`config.mk`:
```
export PLATFORM = sky130hd
export DESIGN_NAME = conv_tile_ctrl
export DESIGN_NICKNAME = d
export VERILOG_FILES = /design/src/rtl/conv_tile_ctrl.sv
export SDC_FILE = /design/constraint.sdc
export NUM_CORES = 1
export LEC_CHECK = 0
export CAP_MARGIN = 20
export CORE_ASPECT_RATIO = 0.8
export CORE_MARGIN = 3
export CORE_UTILIZATION = 57
export DETAILED_ROUTE_END_ITERATION = 8
export PLACE_DENSITY = 0.95
export SETUP_SLACK_MARGIN = 0.3
export SYNTH_ARGS = -nofsm -noshare
export SYNTH_HDL_FRONTEND = slang
export SYNTH_SLANG_ARGS = --single-unit
```
`constraint.sdc`:
```
create_clock -name clk -period 7.3 [get_ports clk]
set_input_delay 1.095 -clock clk [delete_from_list [all_inputs] [get_ports clk]]
set_output_delay 1.095 -clock clk [all_outputs]
set_load 0.05 [all_outputs]
```
`src/rtl/conv_tile_ctrl.sv`:
```
// conv_tile_ctrl -- tile sequencer for one convolution layer.
//
// Walks a num_rows x num_cols grid of tiles in row-major order. For each tile it
// issues a one-cycle tile_start pulse to the systolic array. It then waits for
// tile_done before moving on to the next tile. start and done are level outputs
// that frame the layer for the downstream conv cycle counter.
//
// Optional feature: define CONV_CTRL_TIMEOUT_EN to add a 16-bit WAIT watchdog.
// When the watchdog expires it sets the sticky timeout_err flag and ends the
// layer early. Without the macro, timeout_err is tied to 0.
//
// Ports:
//   clk          system clock, rising edge
//   rstn         asynchronous active-low reset
//   go           start a layer (sampled in IDLE only)
//   num_rows     tile rows, latched when go is accepted
//   num_cols     tile columns, latched when go is accepted
//   tile_done    tile-complete pulse from the array (honoured in WAIT only)
//   ack          consumer acknowledge of done (honoured in FINISH only)
//   start        high in every state except IDLE
//   done         high in FINISH until ack
//   tile_start   one-cycle tile launch pulse
//   row_idx      current tile row
//   col_idx      current tile column
//   tiles_cnt    tiles completed in this layer
//   timeout_err  sticky watchdog flag
module conv_tile_ctrl #(
    parameter int IDX_W = 8
) (
    input  logic                 clk,
    input  logic                 rstn,
    input  logic                 go,
    input  logic [IDX_W-1:0]     num_rows,
    input  logic [IDX_W-1:0]     num_cols,
    input  logic                 tile_done,
    input  logic                 ack,
    output logic                 start,
    output logic                 done,
    output logic                 tile_start,
    output logic [IDX_W-1:0]     row_idx,
    output logic [IDX_W-1:0]     col_idx,
    output logic [2*IDX_W-1:0]   tiles_cnt,
    output logic                 timeout_err
);

    typedef enum logic [2:0] {
        S_IDLE   = 3'd0,
        S_LOAD   = 3'd1,
        S_WAIT   = 3'd2,
        S_NEXT   = 3'd3,
        S_FINISH = 3'd4
    } state_e;

    state_e             state_q, state_d;
    logic [IDX_W-1:0]   rows_q, rows_d;
    logic [IDX_W-1:0]   cols_q, cols_d;
    logic [IDX_W-1:0]   row_q, row_d;
    logic [IDX_W-1:0]   col_q, col_d;
    logic [2*IDX_W-1:0] cnt_q, cnt_d;
    logic               last_col, last_row;

`ifdef CONV_CTRL_TIMEOUT_EN
    logic [15:0]        wdog_q, wdog_d;
    logic               terr_q, terr_d;
`endif

    // Dimensions are known to be non-zero whenever these are used (in NEXT).
    assign last_col = (col_q == cols_q - IDX_W'(1));
    assign last_row = (row_q == rows_q - IDX_W'(1));

    always_ff @(posedge clk or negedge rstn) begin
        if (!rstn) begin
            state_q <= S_IDLE;
            rows_q  <= '0;
            cols_q  <= '0;
            row_q   <= '0;
            col_q   <= '0;
            cnt_q   <= '0;
        end else begin
            state_q <= state_d;
            rows_q  <= rows_d;
            cols_q  <= cols_d;
            row_q   <= row_d;
            col_q   <= col_d;
            cnt_q   <= cnt_d;
        end
    end

`ifdef CONV_CTRL_TIMEOUT_EN
    always_ff @(posedge clk or negedge rstn) begin
        if (!rstn) begin
            wdog_q <= '0;
            terr_q <= 1'b0;
        end else begin
            wdog_q <= wdog_d;
            terr_q <= terr_d;
        end
    end
`endif

    always_comb begin
        state_d = state_q;
        rows_d  = rows_q;
        cols_d  = cols_q;
        row_d   = row_q;
        col_d   = col_q;
        cnt_d   = cnt_q;
`ifdef CONV_CTRL_TIMEOUT_EN
        wdog_d  = wdog_q;
        terr_d  = terr_q;
`endif
        case (state_q)
            S_IDLE: begin
                if (go) begin
                    rows_d = num_rows;
                    cols_d = num_cols;
                    row_d  = '0;
                    col_d  = '0;
                    cnt_d  = '0;
`ifdef CONV_CTRL_TIMEOUT_EN
                    terr_d = 1'b0;
`endif
                    // An empty grid skips straight to FINISH.
                    state_d = ((num_rows == '0) || (num_cols == '0)) ? S_FINISH : S_LOAD;
                end
            end
            S_LOAD: begin
                state_d = S_WAIT;
`ifdef CONV_CTRL_TIMEOUT_EN
                wdog_d  = '0;
`endif
            end
            S_WAIT: begin
                if (tile_done) begin
                    state_d = S_NEXT;
                    cnt_d   = cnt_q + (2*IDX_W)'(1);
                end
`ifdef CONV_CTRL_TIMEOUT_EN
                // The edge that would take the watchdog to 16'hFFFF is the expiry.
                else if (wdog_q == 16'hFFFE) begin
                    wdog_d  = 16'hFFFF;
                    terr_d  = 1'b1;
                    state_d = S_FINISH;
                end else begin
                    wdog_d  = wdog_q + 16'd1;
                end
`endif
            end
            S_NEXT: begin
                if (last_row && last_col) begin
                    // Leave the indices at the last tile.
                    state_d = S_FINISH;
                end else begin
                    state_d = S_LOAD;
                    if (last_col) begin
                        col_d = '0;
                        row_d = row_q + IDX_W'(1);
                    end else begin
                        col_d = col_q + IDX_W'(1);
                    end
                end
            end
            S_FINISH: begin
                // A go arriving together with ack is dropped: the block returns to IDLE only.
                if (ack) state_d = S_IDLE;
            end
            default: state_d = S_IDLE;
        endcase
    end

    assign start      = (state_q != S_IDLE);
    assign done       = (state_q == S_FINISH);
    assign tile_start = (state_q == S_LOAD);
    assign row_idx    = row_q;
    assign col_idx    = col_q;
    assign tiles_cnt  = cnt_q;
`ifdef CONV_CTRL_TIMEOUT_EN
    assign timeout_err = terr_q;
`else
    assign timeout_err = 1'b0;
`endif

endmodule

```
==> Word-level counts from Yosys, hierarchy flattened <==
Index checks and enable logic that the tools add are counted.
{ "totals": {"reg_bits": 51, "in_bits": 21, "out_inout_bits": 36, "elab_cells": 51} }
{ "op_classes": {"n_addsub": 5, "eq_ne": 11, "muxes": 16, "n_reduce_logical": 13} }
{ "op_table": {"columns": ["operator", "count"], "rows": [
  ["two-way mux 8 bit", 5],
  ["two-way mux 16 bit", 2],
  ["one-hot mux 16 bit (2 select lines)", 1],
  ["one-hot mux 8 bit (2 select lines)", 2],
  ["adder 16 x 1 -> 16 bit, second input constant", 1],
  ["adder 8 x 1 -> 8 bit, second input constant", 2],
  ["equality test 8 bit", 2],
  ["logical NOT 8 bit", 2],
  ["subtractor 8 x 1 -> 8 bit, second input constant", 2],
  ["two-way mux 3 bit", 5],
  ["one-hot mux 3 bit (5 select lines)", 1],
  ["inequality test 2 bit, second input constant", 5],
  ["AND reduction 3 bit", 3],
  ["equality test 3 x 2 -> 1 bit, second input constant", 2],
  ["AND reduction 4 bit", 1],
  ["nonzero test 2 bit", 2],
  ["equality test 3 x 1 -> 1 bit, second input constant", 1],
  ["equality test 3 bit, second input constant", 1],
  ["logical NOT 3 bit", 1],
  ["nonzero test 3 bit", 1],
  ["AND reduction 2 bit", 1],
  ["logical AND 1 bit", 1],
  ["logical OR 1 bit", 1]
]} }

==> Logic depth before layout (Yosys ltp) <==
{ "logic_depth": {"word_depth": 5, "ltp_mapped": 10, "mapped_depth_nobuf": 9} }

==> Worst setup path after synthesis <==
Ideal clock, no wire load.
{ "synth_path": {"kind": "reg-to-output", "start": "reg state_q[0]", "end": "out tile_start", "arrival_time_ns": 1.821, "t_required_ns": 6.205, "setup_slack_ns": 4.384, "stages_incl_launch_ff": 3, "n_path_buf": 1, "path_cell_list": "dfrtp_1 -> clkbuf_1 -> nor3b_1"} }
{ "synth_via": {"elab_chain_len": 1} }
{ "synth_lines": {"columns": ["element", "line", "rtl"], "rows": [
  ["start: declaration", "54", "state_e state_q, state_d;"],
  ["start signal: assignment", "80", "state_q <= state_d;"],
  ["equality test 3 x 1 -> 1 bit", "173", "assign tile_start = (state_q == S_LOAD);"],
  ["end: declaration", "39", "output logic tile_start,"]
]} }
No other way between the ends.

==> Final worst setup path <==
{ "layout_path": {"start": "reg state_q[1]", "end": "out done"} }
{ "layout_via": {"elab_chain_len": 1} }
{ "layout_lines": {"columns": ["element", "line", "rtl"], "rows": [
  ["equality test 3 bit", "172", "assign done = (state_q == S_FINISH);"],
  ["end: declaration", "38", "output logic done,"]
]} }
No other way between the ends.

==> reports/results.tsv <==
metric	value	unit
status	completed	
ir_drop	0.000334	V
tns	0	ns
fin_nets	429	
hp-class	flop to flop	
hold-worst-slack	0.527	ns
cts.sink_count	51	
tightest_slew	0.766	ns
ant_nets	0	
drive_gt1_frac	0.0594	
drcViolationCount	0	
grtUsageTotal	0.264	
cts_buffers	5	
yosysUniqueCellTypes	58	
startpoint_type	flop	
fin_util	0.738	
tritoncts	built	
die_w	88.3	um
grt_pass1_vias	2773	
crit_path_end_kind	primary output	
cts_hold_buffers	0	
cts_root_buffer	clkbuf_8	
drtIter0Drc	248	
num_rows	23	
drv_cap	0	
vias	2866	
n_antenna_cell	0	
drtPass1Iterations	5	
gr-total-overflow	0	
cts_resized	0	
fin_area	3780	sq um
slew_viol_final	0	
die_area	6350	sq um
slew_headroom	0.484	
portBuffers	55	
synth_seq_cells	51	
clock_latency	0.32	ns
syn_area_per_cell	8.75	sq um
async_reset_ff_frac	1.00	
finClkSkew	0.0106	ns
r2r_slack	4.33	ns
grt_pass1_wl	13100	um
core	5120	sq um
htreeDepth	2	
start_util	0.603	
synthesis.nets	379	
worst_ep_arrival_time	2.01	ns
worstPathRequired	6.20	ns
powerDensity	340	nW/um^2
crit_fanout	12	
io_pins	57	
wl_per_cell	17.0	um
hold_violations	0	
yosys_warnings	0	
setup_violations	0	
ys_seq_area_frac	0.413	
die-height	71.9	um
fin_crit	3.11	ns
grt_setup_unrepaired	false	
wirelength	7920	um
fmax	322	MHz
hpwl	5690	um
routed_via_density	6.15	
clk_path_buf_depth	2	
synth_edf_count	0	
fin_crit_sh	0.426	
clk_pin_slew	0.10	ns
grt_start_max_net_pins	52	
post_cts_buffers	0	
area_growth	22.4	%
finalWeightedCongestion	0.836	
critPathKind	flop to primary output	
synth_flop_cell	dfrtp_1	
synthCells	353	
antenna_found_initial	0	
syn_area	3090	sq um
power.leakage	1.60	nW
placed_cell_area	3660	sq um
-- synthesized netlist by cell type (6+ instances only) --
cell      number  share of area
a21oi_1       11          0.018
clkbuf_1      10          0.012
dfrtp_1       51           0.41
inv_1         12          0.015
nand2_1       59          0.072
nand3_1       20          0.032
nand4_1       14          0.028
nor2_1        36          0.044
nor3_1         6         0.0097
nor4_1         7          0.014
o21ai_1        9          0.015
xnor2_1       17          0.048
xor2_1        13          0.037
-- logic make-up after synthesis --
family                   synth area share
other                             0.00121
AO/OA/AOI/OAI                       0.130
flip-flops                          0.413
buffers and inverters              0.0368
multiplexers                       0.0247
adder cells (fa/ha/maj)            0.0202
AND/OR/NAND/NOR                     0.289
XOR/XNOR                           0.0850
-- worst paths after layout --
check,from,endpoint,depth (start not counted)
worst max-delay path,state_q[1],done,2
worst min-delay path,cols_q[7],cols_q[7],2
worst max register to register,cols_q[0],col_idx[5],9
worst min register to register,cols_q[7],cols_q[7],2
max in group asynchronous,rstn,tiles_cnt[1],2
min in group asynchronous,rstn,row_idx[4],2
-- routing by layer --
metal | part of all wire | wire, um | track usage
met1 | 0.42 | 3350 | 0.345
met2 | 0.49 | 3900 | 0.432
met3 | 0.058 | 458 | 0.0448
met4 | 0.026 | 208 | 0.114
met5 | 0 | 0 | 0
-- power breakdown --
part | internal, mW | switching (mW)
clock network | 0.111 | 0.0982
logic | 0.237 | 0.369
registers | 0.350 | 0.119
-- final cells by class --
type	instances	area, sq um
Clock buffer	6	82.6
Clock inverter	2	35.0
Fill cell	365	1340
Inverter	12	45.0
Multi-Input combinational cell	276	1710
Sequential cell	51	1280
Tap cell	62	77.6
Timing Repair Buffer	57	561
-- flip-flops by register name (all words and copies together), names as in the netlist --
name       cells
tiles_cnt     16
row_idx        8
state_q        3
cols_q         8
rows_q         8
col_idx        8
-- worst max-delay path, stage by stage, from the launching register on --
cell,delay (ns)
dfrtp_1,0.53
nor3b_1,0.32
clkdlybuf4s50_1,0.85
-- layout by cell type (no fill, tap or decap), types with 3 or more instances in the layout --
| cell type | n |
|---|---|
| a21o_1 | 3 |
| a21oi_1 | 11 |
| a31o_1 | 4 |
| and2_1 | 3 |
| and3_1 | 5 |
| clkbuf_8 | 6 |
| clkdlybuf4s50_1 | 54 |
| dfrtp_1 | 51 |
| ha_1 | 5 |
| inv_1 | 12 |
| mux2_2 | 5 |
| nand2_1 | 59 |
| nand2b_1 | 3 |
| nand3_1 | 20 |
| nand4_1 | 14 |
| nor2_1 | 36 |
| nor2b_1 | 5 |
| nor3_1 | 5 |
| nor3b_1 | 4 |
| nor4_1 | 7 |
| o21ai_0 | 3 |
| o21ai_1 | 9 |
| or3_1 | 4 |
| xnor2_1 | 17 |
| xor2_1 | 13 |
-- stage by stage --
stage / setup WS (ns) / instances / power, mW
2_1_floorplan: 4.38 / 353 / 0.909
3_3_place_gp: 4.14 / 458 / 1.03
4_1_cts: 4.18 / 466 / 1.28
3_5_place_dp: 4.01 / 458 / 1.07
6_report: 4.19 / 466 / 1.28
5_1_grt: 4.09 / 466 / 1.36
(Power assumes the default switching activity.)
